### src/rtl/led_display_arbiter.sv
// led_display_arbiter
// Shares one 4-digit hex LED display between four requesters. The display is
// granted round-robin. Each grant is held for a minimum dwell time. The granted
// source's 16-bit value is driven to the display driver's dataIn.
//
// Ports:
//   gclock   - system clock
//   greset   - synchronous active-high reset
//   req      - per-source display request (bit i = source i)
//   reqData  - source data, source i at [16*i+15:16*i]
//   grant    - registered one-hot grant, 0 when idle
//   dataOut  - registered word to the display driver
//   slotDone - one-cycle pulse to the source whose slot just ended
//   busy     - high while a source owns the display
module led_display_arbiter #(
    parameter int DWELL_CYCLES = 25000000,
    parameter int CNT_W        = 25
) (
    input  logic        gclock,
    input  logic        greset,
    input  logic [3:0]  req,
    input  logic [63:0] reqData,
    output logic [3:0]  grant,
    output logic [15:0] dataOut,
    output logic [3:0]  slotDone,
    output logic        busy
);

    localparam logic [CNT_W-1:0] CNT_END = CNT_W'(DWELL_CYCLES - 1);

    typedef enum logic {IDLE, SHOW} state_t;

    state_t             state_q, state_d;
    logic [3:0]         grant_q, grant_d;
    logic [15:0]        data_q, data_d;
    logic [3:0]         slot_q, slot_d;
    logic               busy_q, busy_d;
    logic [CNT_W-1:0]   cnt_q, cnt_d;
    logic [1:0]         ptr_q, ptr_d;

    logic [3:0][15:0]   slice;
    logic               found;
    logic [1:0]         win;
    logic [1:0]         idx;

    assign slice = reqData;

    // Round-robin search starting just after the last grant. The pointer
    // itself is checked last, so while SHOW the current owner has lowest
    // priority at slot end.
    always_comb begin
        found = 1'b0;
        win   = 2'd0;
        idx   = 2'd0;
        for (int k = 1; k <= 4; k++) begin
            idx = ptr_q + 2'(k);
            if (!found && req[idx]) begin
                found = 1'b1;
                win   = idx;
            end
        end
    end

    always_comb begin
        state_d = state_q;
        grant_d = grant_q;
        data_d  = data_q;
        slot_d  = 4'b0000;
        busy_d  = busy_q;
        cnt_d   = cnt_q;
        ptr_d   = ptr_q;
        case (state_q)
            IDLE: begin
                if (found) begin
                    state_d = SHOW;
                    grant_d = 4'b0001 << win;
                    ptr_d   = win;
                    data_d  = slice[win];
                    cnt_d   = '0;
                    busy_d  = 1'b1;
                end
            end
            SHOW: begin
                // In SHOW the pointer always names the current owner.
                // The display freezes while the owner withdraws its request.
                if (req[ptr_q])
                    data_d = slice[ptr_q];
                if (cnt_q == CNT_END) begin
                    slot_d[ptr_q] = 1'b1;
                    cnt_d         = '0;
                    if (found) begin
                        // Covers both hand-off and re-grant to the same source.
                        grant_d = 4'b0001 << win;
                        ptr_d   = win;
                        data_d  = slice[win];
                    end else begin
                        // Nobody wants the display; the last value stays shown.
                        state_d = IDLE;
                        grant_d = 4'b0000;
                        busy_d  = 1'b0;
                    end
                end else begin
                    cnt_d = cnt_q + 1'b1;
                end
            end
            default: state_d = IDLE;
        endcase
    end

    always_ff @(posedge gclock) begin
        if (greset) begin
            state_q <= IDLE;
            grant_q <= 4'b0000;
            data_q  <= 16'h0000;
            slot_q  <= 4'b0000;
            busy_q  <= 1'b0;
            cnt_q   <= '0;
            ptr_q   <= 2'd3;
        end else begin
            state_q <= state_d;
            grant_q <= grant_d;
            data_q  <= data_d;
            slot_q  <= slot_d;
            busy_q  <= busy_d;
            cnt_q   <= cnt_d;
            ptr_q   <= ptr_d;
        end
    end

    assign grant    = grant_q;
    assign dataOut  = data_q;
    assign slotDone = slot_q;
    assign busy     = busy_q;

endmodule

### config.mk
export PLATFORM = sky130hd
export DESIGN_NAME = led_display_arbiter
export DESIGN_NICKNAME = d
export VERILOG_FILES = /design/src/rtl/led_display_arbiter.sv
export SDC_FILE = /design/constraint.sdc
export NUM_CORES = 1
export LEC_CHECK = 0
export ABC_AREA = 1
export BUFFER_PORTS_ARGS = -buffer_cell sky130_fd_sc_hd__buf_2
export CORE_UTILIZATION = 54
export CTS_BUF_LIST = sky130_fd_sc_hd__clkbuf_8
export CTS_CLUSTER_SIZE = 25
export DETAILED_ROUTE_END_ITERATION = 6
export GPL_TIMING_DRIVEN = 0
export PLACE_DENSITY = 0.9
export SLEW_MARGIN = 10
export SYNTH_ARGS = -nofsm -noshare
export SYNTH_HDL_FRONTEND = slang
export SYNTH_SLANG_ARGS = --single-unit
### constraint.sdc
create_clock -name gclock -period 3.75 [get_ports gclock]
set_input_delay 0.375 -clock gclock [delete_from_list [all_inputs] [get_ports gclock]]
set_output_delay 0.375 -clock gclock [all_outputs]
set_load 0.05 [all_outputs]
## Word-level counts from Yosys, hierarchy flattened

Index checks and enable logic that the tools add are counted.

| word-level totals | value |
|---|---|
| bits of input ports | 70 |
| bits in registers | 53 |
| word-level logic and storage cells | 78 |
| output and inout bits | 25 |

| operators by class | value |
|---|---|
| bitwise logic cells | 2 |
| $lt $le $gt $ge | 6 |
| muxes and demuxes | 44 |
| shift operators | 1 |
| add/sub/neg operators | 4 |
| equal/unequal tests | 4 |
| reductions and logical operators | 10 |

Operators with widths:

| cell | count |
|---|---|
| 2-to-1 mux 16 bit | 6 |
| binary-select mux 16 bit (select 2 bit) | 2 |
| 2-to-1 mux 25 bit | 2 |
| case mux 25 bit (2 select lines) | 1 |
| case mux 16 bit (2 select lines) | 1 |
| adder 25 x 1 -> 25 bit, second input constant | 1 |
| == test 25 bit, second input constant | 1 |
| < comparator 2 x 3 -> 1 bit, second input constant | 5 |
| 2-to-1 mux 1 bit | 14 |
| 2-to-1 mux 2 bit | 6 |
| 2-to-1 mux 4 bit | 3 |
| binary-select mux 1 bit (select 2 bit) | 4 |
| case mux 4 bit (2 select lines) | 1 |
| adder 2 bit, second input constant | 2 |
| logical AND 1 bit | 4 |
| inequality test 2 bit, second input constant | 2 |
| case mux 1 bit (2 select lines) | 2 |
| case mux 2 bit (2 select lines) | 1 |
| left shift 1 x 2 -> 4 bit, first input constant | 1 |
| logical NOT 1 bit | 3 |
| AND reduction 3 bit | 1 |
| OR reduction 3 bit | 1 |
| adder 2 x 1 -> 2 bit, second input constant | 1 |
| demux 1 bit (select 2 bit) | 1 |
| 4 further kinds | 5 |

## Logic depth before layout (Yosys ltp)

Gate-level depths: netlist of run 1.

| depth | value |
|---|---|
| depth in word-level cells | 18 |
| gate-level depth with buffers | 21 |
| depth with buffers taken out | 18 |

## Least setup slack after synthesis of run 1

Ideal clock, no wire load.

| timing | value |
|---|---|
| path kind | register to register |
| from | register ptr_q[0] |
| to | register cnt_q[21] |
| data arrival time | 3.196 ns |
| period minus slack after synthesis | 3.310 ns |
| buffers on the path | 3 |
| cell stages (with the launch flop) | 20 |
| library setup time | 0.115 ns |
| required time | 3.635 ns |
| slack | 0.440 ns |
| cell sequence | dfxtp_1 -> inv_2 -> buf_2 -> buf_1 -> ha_1 -> inv_1 -> nand3_1 -> nand2_1 -> inv_2 -> nand4_4 -> inv_1 -> ha_1 -> clkbuf_1 -> nor2_1 -> nand3_1 -> nor3_1 -> nand2_1 -> nor4b_1 -> a21oi_1 -> o21a_1 |

| between the ends | value |
|---|---|
| cells in the longest elaborated chain, start to end | 14 |
| elaborated cells on any way between the ends | 22 |

Ends and longest elaborated chain:

| what | line | RTL |
|---|---|---|
| start: declaration | 39 | `logic [1:0] ptr_q, ptr_d;` |
| start signal: assignment | 126 | `ptr_q <= ptr_d;` |
| adder 2 x 1 -> 2 bit | 56 | `idx = ptr_q + 2'(k);` |
| binary-select mux 1 bit (select 2 bit) | 57 | `if (!found && req[idx]) begin` |
| 2-to-1 mux 1 bit (implied by the code) | 57 |  |
| 2-to-1 mux 1 bit | 57 |  |
| logical NOT 1 bit | 57 |  |
| logical AND 1 bit | 57 |  |
| 2-to-1 mux 1 bit | 57 |  |
| logical NOT 1 bit | 57 |  |
| logical AND 1 bit | 57 |  |
| 2-to-1 mux 1 bit | 57 |  |
| logical NOT 1 bit | 57 |  |
| logical AND 1 bit | 57 |  |
| 2-to-1 mux 1 bit * | 57 |  |
| inequality test 2 bit (no line) * | n/a |  |
| end signal: assignment | 125 | `cnt_q <= cnt_d;` |
| end: declaration | 38 | `logic [CNT_W-1:0] cnt_q, cnt_d;` |

Every way passes the cells marked *; elsewhere a longest branch is shown, timed or not. The select of a mux whose other input is x is not followed.
A chain may end at the register's enable or synchronous reset.

## Worst setup path in the final report of run 1

Ends and elaborated chain as after synthesis.

==> results of run 1 <==
worst max-delay path, delay by kind of cell (launching register included):
kind	cells	cell delay (ns)
AO/OA/AOI/OAI	2	0.23
AND/OR/NAND/NOR	8	1.35
flip-flops	1	0.43
adder cells (fa/ha/maj)	2	0.54
buffers and inverters	6	0.79
layout by cell type (no fill, tap or decap), drive strengths merged:
cell,instances
nand2,181
buf,110
nor2,86
nand3,68
inv,63
o21ai,62
dfxtp,53
a21oi,32
clkbuf,23
nand3b,13
o22ai,11
nor3,11
xor2,10
ha,6
nand4,5
o211ai,4
o221ai,4
o21a,3
xnor2,2
a31oi,2
clkinv,2
a211o,1
nor3b,1
o21bai,1
nor4,1
nor4b,1
bufinv,1
per-stage QoR:
step,util,worst slack [ns],hold slack (ns)
2_1_floorplan,-,0.4398,0.4627
4_1_cts,0.6692,0.02942,0.4527
6_report,0.6716,0.3148,0.4539
5_1_grt,0.6716,0.05108,0.4751
3_5_place_dp,0.6538,-0.3491,0.4513
3_3_place_gp,0.6538,-0.2279,0.4465
registers in the layout (all words and copies together) (netlist names):
name / cells
grant: 4
dataOut: 16
cnt_q: 25
busy: 1
slotDone: 4
state_q: 1
ptr_q: 2
report_power, final:
group	switching [mW]	total (mW)	internal [mW]
Sequential	0.0825	0.752	0.670
Clock	0.191	0.388	0.198
Combinational	2.07	3.02	0.952
Total	2.34	4.16	1.82
synthesized netlist by cell type, types with 6 or more instances:
cell and n:
nand2_1 173, nor2_1 85, nand3_1 66, o21ai_0 61
inv_1 58, dfxtp_1 53, a21oi_1 32, clkbuf_1 18
nand3b_1 13, buf_2 11, nor3_1 11, o22ai_1 11
xor2_1 10, nand2_2 7, ha_1 6
metal layers:
layer | track usage | vias to the layer above
met5 | 0 | -
met4 | 0.1461 | 0
met3 | 0.05118 | 53
met2 | 0.5362 | 315
met1 | 0.4115 | 2194
li1 | - | 2345
timing repair:
item,CTS,global route
gates resized for setup,1,4
hold endpoints to repair,0,0
endpoints found under the setup margin,1,1
cell type report:
cell class                      instances  area (µm²)
Multi-Input combinational cell        505        2456
Fill cell                             642        2268
Sequential cell                        53        1061
Timing Repair Buffer                   93       465.4
Inverter                               63       236.5
Buffer                                 35       187.7
Tap cell                               96       120.1
Clock buffer                            5       68.82
Clock inverter                          3       42.54
cell families after synthesis:
kind of cell    after synthesis
simple gates                367
xor+xnor                     12
flops                        53
buf+inv                     100
compound gates              120
fa+ha+maj                     6
path summary, 6_finish.rpt:
path | depth (start not counted) | start | endpoint
max reg2reg | 18 | ptr_q[0] | cnt_q[21]
min reg2reg | 2 | grant[2] | grant[2]
min | 2 | greset | grant[2]
max | 18 | ptr_q[0] | cnt_q[21]
==> out/summary.txt, run 1 <==
CP Class = reg2reg
Drt drc = 1
Pwr Density = 897.9 nW/µm²
Initial antenna violation count = 0
Compound-Gate Fraction of Synth Area = 0.1668
Post-CTS Hold Fix Bufs = 0
DR pass1 iterations = 7
Post-Synth XOR/XNOR Area = 0.02674
Critical Path Fanout Max = 20
HPWL after detailed placement = 9.236 mm
Post-synthesis simple-gate area fraction = 0.4088
Mapped Nets = 734
CTS sink count = 53
Synthesized flop and latch total = 53
Largest net degree at the start of global routing = 21
Worst skew pair latency = 0.31 ns
H-tree levels = 2
Port buffer count = 93
Uppermost routed layer = met4
Ys Warns = 0
Max_cap viols = 0
Row count = 30
Synth Area in Adders = 0.01910
Worst Tran Pin Value = 0.5166 ns
Final hold vios = 0
Vias in the first global route = 4356
Final slew viol count = 0
Starting DRT DRC Count = 414
Tot GR Track Use = 0.3233
Core Area = 6907 µm²
Die Area = 7623 µm²
Fmax = 0.2911 GHz
Combinational family with the most area after synthesis = simple AND/OR/NAND/NOR gates
Clock root buffer = clkbuf_8
Die Span Y = 87.31 µm
Min-Delay Path Class = in2reg
RSZ-0062 raised after global routing = no
ANT nets after route = 0
Crit-path slowest cell = dfxtp_1
CTS clk-pin slew, worst paths = 0.09 ns
Minimum clock period = 3.435 ns
Chip width = 87.31 µm
WL met1 = 4.857 mm
Met2 routed WL = 5.539 mm
P_leak = 2.167 nW
Diodes inserted = 0
Share of cells above drive strength 1 = 0.1797
Drt total wl = 12.04 mm
Relative max-transition margin = 0.6556
Starting density of the core = 0.5690
Netlist Area Pre-Place = 3930 µm²
RePlAce Congestion = 1.036
Worst path max stage delay = 0.43 ns
TritonCTS buffer count = 5
Total grt overflow = 0
CTS tree = yes
Kind of start point of the critical path = flip-flop
Maximum clock path buffer count = 2
Met3 wire len = 1.107 mm
Synth area leaders = dfxtp_1 27%, nand2_1 17%, nand3_1 8.4%
Vias post-DR = 4907
Mux contribution to synthesized area = 0
Maximum vdd drop = 0.0005934 V
Via-to-Cell Ratio = 5.753
Area delta synth->final = 18.02%
Unique cell type count in the Yosys netlist = 36
Final std cells w/o fill = 853
Design Area, Final = 4638 µm²
Reg2reg setup slack = 0.31 ns
TNS Setup = 0 ns
Yosys top cell area share = 0.2700
Worst path cell trace = inv_2 > buf_4 > ha_1 > inv_1 > nand3_1 > nand2_1 > inv_2 > nand4_4 > inv_1 > ha_1 > clkbuf_1 > nor2_2 > nand3_1 > nor3_2 > nand2_1 > nor4b_2 > a21oi_1 > o21a_1
Top_reg_cell synth = dfxtp_1
CP required = 3.96 ns
Clk_skew = 0.008816 ns
Status = finished with violations
Placed cells = 847
Wirelength per Cell = 14.11 µm
Tot Pwr = 4.165 mW
Register area share after synthesis = 0.2700
Mean area per synthesized cell = 5.973 µm²
Final period util = 0.9161
Net count, final = 832
Final-report setup violation count = 0
Crit end category = flip-flop
Cell count after synthesis = 658
Biggest area consumer among synthesized cells = dfxtp_1
Post-synth EDFFs = 0
CP arrival = 3.65 ns
# Post-CTS Setup Buffers = 0
Asr flop ratio synth = 0
Failing checks = design-rule violations
IO Count = 95
First-pass GRT wire length = 19.46 mm
DP Area = 4516 µm²
Power figures use the tool's default switching activity.
==> inputs of run 2 (changes only) <==
--- a/config.mk
+++ b/config.mk
@@ -5,14 +5,14 @@
 export SDC_FILE = /design/constraint.sdc
 export NUM_CORES = 1
 export LEC_CHECK = 0
-export ABC_AREA = 1
+export ABC_AREA = 0
 export BUFFER_PORTS_ARGS = -buffer_cell sky130_fd_sc_hd__buf_2
 export CORE_UTILIZATION = 54
 export CTS_BUF_LIST = sky130_fd_sc_hd__clkbuf_8
 export CTS_CLUSTER_SIZE = 25
 export DETAILED_ROUTE_END_ITERATION = 6
 export GPL_TIMING_DRIVEN = 0
-export PLACE_DENSITY = 0.9
+export PLACE_DENSITY = 0.92
 export SLEW_MARGIN = 10
 export SYNTH_ARGS = -nofsm -noshare
 export SYNTH_HDL_FRONTEND = slang
==> run 2 against run 1 <==
Effect of this change:
- the flow now finishes without violations
- flip-flop and latch count unchanged
- sequential share of layout area rose by 2.0 points
- register-to-register slack better by 0.16 ns
- design area decreased by 8.0%
- global-route usage shrank 6.3 points
- worst hold slack worse by 0.075 ns
- critical path type unchanged
- critical endpoint is now dataOut[10]
==> out/summary.txt, run 2 <==
Status = finished clean
Fmax = 0.3057 GHz (+5.0%)
Synth area leaders = dfxtp_1 30%, mux4_2 11%, mux2i_1 9.8%
Worst Tran Pin Value = 0.6044 ns (+0.08779 ns)
Maximum clock path buffer count = 2 (unchanged)
Drt total wl = 9.022 mm (-25%)
ANT nets after route = 0 (unchanged)
Wirelength per Cell = 16.08 µm (+14%)
CTS clk-pin slew, worst paths = 0.10 ns (about the same)
Crit end category = flip-flop
Drt drc = 0 (-1)
DP Area = 4149 µm² (-8.1%)
Starting density of the core = 0.5617 (-0.007305)
CP arrival = 3.48 ns (-0.17 ns)
Vias in the first global route = 3259 (-25%)
Diodes inserted = 0 (unchanged)
Reg with most FFs = cnt_q
Tot Pwr = 2.899 mW (-30%)
Unique cell type count in the Yosys netlist = 56 (+56%)
P_leak = 1.914 nW (-12%)
Filler Cell Count = 515 (-20%)
Row count = 29 (-3.3%)
Sequential Area = 1061 µm² (unchanged)
Area delta synth->final = 19.01%
Final period util = 0.8722 (-0.04382)
Mapped Nets = 459 (-37%)
Netlist Area Pre-Place = 3587 µm² (-8.7%)
Core Area = 6386 µm² (-7.5%)
# Post-CTS Setup Buffers = 0 (unchanged)
Clock root buffer = clkbuf_8
IO Count = 95 (unchanged)
Minimum clock period = 3.271 ns (-0.1643 ns)
HPWL after detailed placement = 6.948 mm (-25%)
Tot GR Track Use = 0.2599 (-0.06337)
Ys Warns = 0 (unchanged)
Largest net degree at the start of global routing = 17 (-19%)
Kind of start point of the critical path = flip-flop
RSZ-0062 raised after global routing = no
Biggest area consumer among synthesized cells = dfxtp_1
Initial antenna violation count = 0 (unchanged)
Worst skew pair latency = 0.31 ns (about the same)
Chip width = 83.51 µm (-4.4%)
Pwr Density = 679.2 nW/µm² (-24%)
Hold Crit Start = reqData[1]
Register area share after synthesis = 0.2958 (+0.02580)
Post-CTS Hold Fix Bufs = 0 (unchanged)
Commonest cells after routing, fill and taps aside = 102 x buf_2, 53 x dfxtp_1, 39 x nor2_1
H-tree levels = 2 (unchanged)
Leading cell type in the layout, fill and taps excluded = buf_2
Mean area per synthesized cell = 9.366 µm² (+57%)
First-pass GRT wire length = 14.84 mm (-24%)
Min-Delay Path Class = in2reg
Number of flip-flops under the largest register name = 25 (unchanged)
Synthesized flop and latch total = 53 (unchanged)
TNS Setup = 0 ns (unchanged)
Via-to-Cell Ratio = 5.959 (+3.6%)
Port buffer count = 93 (unchanged)
Die Area = 6973 µm² (-8.5%)
Critical Path Fanout Max = 10 (-50%)
FF-to-FF Start = ptr_q[1]
Cell count after synthesis = 383 (-42%)
Share of cells above drive strength 1 = 0.3223 (+0.1427)
Final-report setup violation count = 0 (unchanged)
Yosys top cell area share = 0.2958 (+0.02580)
DR pass1 iterations = 5 (-2)
CTS tree = yes
Net count, final = 559 (-33%)
CP required = 3.96 ns (about the same)
TritonCTS buffer count = 5 (unchanged)
Critical Path Start = ptr_q[1]
Final slew viol count = 0 (unchanged)
Vias post-DR = 3343 (-32%)
Final hold vios = 0 (unchanged)
CTS sink count = 53 (unchanged)
Maximum vdd drop = 0.0005871 V (-1.1%)
Post-synth EDFFs = 0 (unchanged)
Top_reg_cell synth = dfxtp_1
Design Area, Final = 4269 µm² (-8.0%)
RePlAce Congestion = 0.9447 (-8.8%)
Max_cap viols = 0 (unchanged)
Area of the multi-input gates = 2297 µm² (-6.5%)
CP Class = reg2reg
Post-CTS sizing = 0 (-1)
Total grt overflow = 0 (unchanged)
Starting DRT DRC Count = 160 (-61%)
Relative max-transition margin = 0.5971 (-0.05853)
Synth cell count leaders = 53 x dfxtp_1, 39 x nor2_1, 35 x mux2i_1
Asr flop ratio synth = 0 (unchanged)
Die Span Y = 83.51 µm (-4.4%)
Cell with the most instances after synthesis = dfxtp_1
Clk_skew = 0.01041 ns (+0.001590 ns)
Fin util = 0.6685 (-0.003063)
run 2: cell types whose count changed after synthesis, moves of 12 or more:
| cell | previous run | this run |
|---|---|---|
| nand2_1 | 173 | 34 |
| o21ai_0 | 61 | 5 |
| nand3_1 | 66 | 11 |
| nor2_1 | 85 | 39 |
| inv_1 | 58 | 23 |
| mux2i_1 | 0 | 35 |
| a21oi_1 | 32 | 12 |
| mux4_2 | 0 | 17 |
| o22a_1 | 0 | 15 |
| nand3b_1 | 13 | 1 |
run 2: worst max-delay path, cell delays in order (launching register included):
cell and delay [ns]:
dfxtp_1 0.38, buf_2 0.23, buf_4 0.26, inv_1 0.13, ha_1 0.29, clkbuf_1 0.28
mux2_2 0.41, o32ai_1 0.11, nand2_1 0.15, nand2_4 0.17, buf_2 0.33, mux2i_1 0.33
o211ai_2 0.09
run 2: final timing paths:
path                      end  slack (ns)  cells after the start
setup reg to reg  dataOut[10]        0.48                     12
hold reg to reg      grant[2]        0.46                      2
setup / recovery  dataOut[10]        0.48                     12
hold / removal     dataOut[1]        0.38                      3
run 2: logic make-up (layout without fill, tap and decap cells):
logic type                 count (synthesis)  after routing  share of synthesized area
xor gates and xnor gates                  25             25                    0.06104
DFF                                       53             53                     0.2958
and+or+nand+nor                          128            128                     0.1814
buffers and inverters                     47            148                    0.06383
AOI/OAI and AO/OA                         71             71                     0.1695
muxes                                     53             53                     0.2075
adders and majority gates                  6              6                    0.02093
run 2: power breakdown:
part	internal (mW)	switching, mW	total, mW
sequential	0.676	0.0638	0.740
clock	0.217	0.195	0.412
combinational	0.664	1.08	1.75
run 2: final cells by class:
cell class	instances	area share
plain buffers	22	0.03165
multi-input cells	283	0.5381
repair buffers	93	0.1090
flip-flops and latches	53	0.2485
well taps	77	0.02257
inverters	25	0.02198
clock buffers	6	0.01934
clock inverters	2	0.008793
run 2: per-stage QoR:
step | setup WS (ns) | std cells | hold WS (ns)
after floorplan | 1.029 | 383 | 0.4579
after global placement | 0.6389 | 553 | 0.4400
after detailed placement | 0.5607 | 553 | 0.4453
after CTS | 0.5258 | 561 | 0.3679
after global routing | 0.2573 | 561 | 0.3803
final | 0.4791 | 561 | 0.3791
run 2: metal layers:
| layer | GRT usage | share of wire |
|---|---|---|
| met5 | 0 | 0 |
| met2 | 0.4680 | 0.51 |
| met4 | 0.08320 | 0.017 |
| met3 | 0.04847 | 0.071 |
| met1 | 0.3127 | 0.40 |
==> inputs of run 3 (changes only) <==
--- a/config.mk
+++ b/config.mk
@@ -5,14 +5,14 @@
 export SDC_FILE = /design/constraint.sdc
 export NUM_CORES = 1
 export LEC_CHECK = 0
-export ABC_AREA = 0
+export ABC_CLOCK_PERIOD_IN_PS = 3750
 export BUFFER_PORTS_ARGS = -buffer_cell sky130_fd_sc_hd__buf_2
-export CORE_UTILIZATION = 54
+export CORE_UTILIZATION = 44
 export CTS_BUF_LIST = sky130_fd_sc_hd__clkbuf_8
 export CTS_CLUSTER_SIZE = 25
 export DETAILED_ROUTE_END_ITERATION = 6
 export GPL_TIMING_DRIVEN = 0
-export PLACE_DENSITY = 0.92
+export PLACE_DENSITY = 0.79
 export SLEW_MARGIN = 10
 export SYNTH_ARGS = -nofsm -noshare
 export SYNTH_HDL_FRONTEND = slang
==> run 3 against run 2 <==
Effect of this change:
- register-to-register slack gained 0.03 ns
- design area is 0.26% higher
- sequential power is essentially flat
- maximum frequency increased by 0.98%
- flip-flop and latch count did not move
- count of clock-buffer cells in the layout stayed put
- power down 2.6%
- worst hold slack worse by 0.0089 ns
- largest cell class unchanged
==> out/summary.txt, run 3 (same netlist as run 2, synthesis figures left out) <==
Status = finished clean
Core Area = 7807 µm² (+22%)
Reg with most FFs = cnt_q
Reg2reg setup slack = 0.51 ns (+0.03 ns)
Chip width = 92.29 µm (+11%)
Port buffer count = 93 (unchanged)
Drt total wl = 8.741 mm (-3.1%)
CP arrival = 3.44 ns (-0.04 ns)
RePlAce Congestion = 0.8953 (-5.2%)
ANT nets after route = 0 (unchanged)
Critical Path Start = ptr_q[1]
Register share of total power = 0.263 (+0.008)
CTS clk-pin slew, worst paths = 0.11 ns (about the same)
Hold Crit Start = reqData[8]
Filler Cell Count = 720 (+40%)
Clock root buffer = clkbuf_8
Crit end category = flip-flop
Relative max-transition margin = 0.5815 (-0.01556)
Drt drc = 0 (unchanged)
Clk network pwr share = 0.125 (-0.017)
Worst skew pair latency = 0.31 ns (about the same)
RSZ-0062 raised after global routing = no
Max_cap viols = 0 (unchanged)
Fmax = 0.3087 GHz (+0.98%)
DR pass1 iterations = 5 (unchanged)
H-tree levels = 2 (unchanged)
# Post-CTS Setup Buffers = 0 (unchanged)
Total grt overflow = 0 (unchanged)
Die Area = 8517 µm² (+22%)
Diodes inserted = 0 (unchanged)
Row count = 32 (+10%)
Via-to-Cell Ratio = 5.517 (-7.4%)
Final-report setup violation count = 0 (unchanged)
Tot GR Track Use = 0.2135 (-0.04643)
Worst Tran Pin Value = 0.6277 ns (+0.02335 ns)
Share of cells above drive strength 1 = 0.3223 (unchanged)
Vias in the first global route = 3176 (-2.5%)
Clk_skew = 0.01594 ns (+0.005538 ns)
Tot Pwr = 2.823 mW (-2.6%)
Wirelength per Cell = 14.92 µm (-7.2%)
Final slew viol count = 0 (unchanged)
Crit path capture = dataOut[10]
Net count, final = 559 (unchanged)
Starting DRT DRC Count = 119 (-26%)
Area delta synth->final = 19.32%
Kind of start point of the critical path = flip-flop
Largest net degree at the start of global routing = 18 (+1)
P_leak = 1.908 nW (-0.29%)
Post-CTS Hold Fix Bufs = 0 (unchanged)
HPWL after detailed placement = 6.827 mm (-1.8%)
Min-Delay Path Class = in2reg
Sw Ratio = 0.4710 (+0.008288)
Starting density of the core = 0.4595 (-0.1023)
Maximum vdd drop = 0.0004834 V (-18%)
TritonCTS buffer count = 5 (unchanged)
Net switching power = 1.330 mW (-0.88%)
Final period util = 0.8637 (-0.008491)
CTS sink count = 53 (unchanged)
First-pass GRT wire length = 14.64 mm (-1.3%)
Minimum clock period = 3.239 ns (-0.03184 ns)
FF-to-FF Start = ptr_q[1]
CP required = 3.96 ns (about the same)
Sequential Area = 1061 µm² (unchanged)
Reg2Reg Depth = 12 (unchanged)
Comb pwr share = 0.611 (+0.008)
CP Class = reg2reg
Maximum clock path buffer count = 2 (unchanged)
Pwr Density = 659.6 nW/µm² (-2.9%)
Critical R2R Capture = dataOut[10]
Initial antenna violation count = 0 (unchanged)
TNS Setup = 0 ns (unchanged)
Critical Path Fanout Max = 10 (unchanged)
Post-CTS sizing = 0 (unchanged)
Final hold vios = 0 (unchanged)
Number of flip-flops under the largest register name = 25 (unchanged)
Area of the multi-input gates = 2297 µm² (unchanged)
Commonest cells after routing, fill and taps aside = 102 x buf_2, 53 x dfxtp_1, 39 x nor2_1
Vias post-DR = 3233 (-3.3%)
Internal power = 1.494 mW (-4.1%)
CTS tree = yes
Leading cell type in the layout, fill and taps excluded = buf_2
Die Span Y = 92.29 µm (+11%)
IO Count = 95 (unchanged)
[run 3: changes by cell type in the layout (fill, tap and decap cells not counted), sizes merged]
cell / delta
inv: +1
bufinv: -1
clkinvlp: -1
clkinv: +1
[run 3: power by group through the flow]
stage	clock network, mW	registers (mW)	logic [mW]
after floorplan	0	1.10	1.02
after CTS	0.361	0.741	1.74
final	0.354	0.743	1.73
after global placement	0	0.751	1.70
after global routing	0.387	0.760	1.85
after detailed placement	0	0.752	1.73
[run 3: metrics by stage]
stage | utilization | worst slack [ns] | hold WS [ns] | cell area, µm² | instances
2_1_floorplan | - | 1.029 | 0.4579 | 3587 | 383
3_3_place_gp | 0.5354 | 0.6143 | 0.4420 | 4180 | 578
3_5_place_dp | 0.5354 | 0.5443 | 0.4436 | 4180 | 578
4_1_cts | 0.5482 | 0.5038 | 0.3646 | 4280 | 586
5_1_grt | 0.5482 | 0.2350 | 0.3694 | 4280 | 586
6_report | 0.5482 | 0.5110 | 0.3701 | 4280 | 586
[run 3: cell type report]
type / instances / share of cell area
Clock inverter: 2 / 0.004092
Tap cell: 102 / 0.02982
Timing Repair Buffer: 93 / 0.1087
Inverter: 25 / 0.02192
Buffer: 22 / 0.03157
Multi-Input combinational cell: 283 / 0.5367
Clock buffer: 6 / 0.01929
Sequential cell: 53 / 0.2479
[run 3: worst min-delay path by stage]
stage	to	slack [ns]	depth (start not counted)
finish	dataOut[8]	0.37	3
global route	dataOut[8]	0.37	3
CTS	dataOut[8]	0.36	3
detailed placement	grant[2]	0.44	2
global placement	grant[1]	0.44	2
floorplan	cnt_q[1]	0.46	2
[run 3: routing by layer]
layer	part of all wire	vias up	wire length, µm	GRT usage
met5	0	-	0	0
met1	0.42	1541	3658	0.2635
met4	0.0092	0	80	0.04297
li1	-	1582	-	-
met2	0.50	101	4384	0.3769
met3	0.071	9	617	0.05337
[run 3: worst max-delay path: stages (launching register included)]
cell and delay, ns:
dfxtp_1 0.38, buf_2 0.22, buf_4 0.26, inv_1 0.13, ha_1 0.28, clkbuf_1 0.30, mux2_2 0.41, o32ai_1 0.11
nand2_1 0.14, nand2_4 0.17, buf_2 0.34, mux2i_1 0.30, o211ai_2 0.09
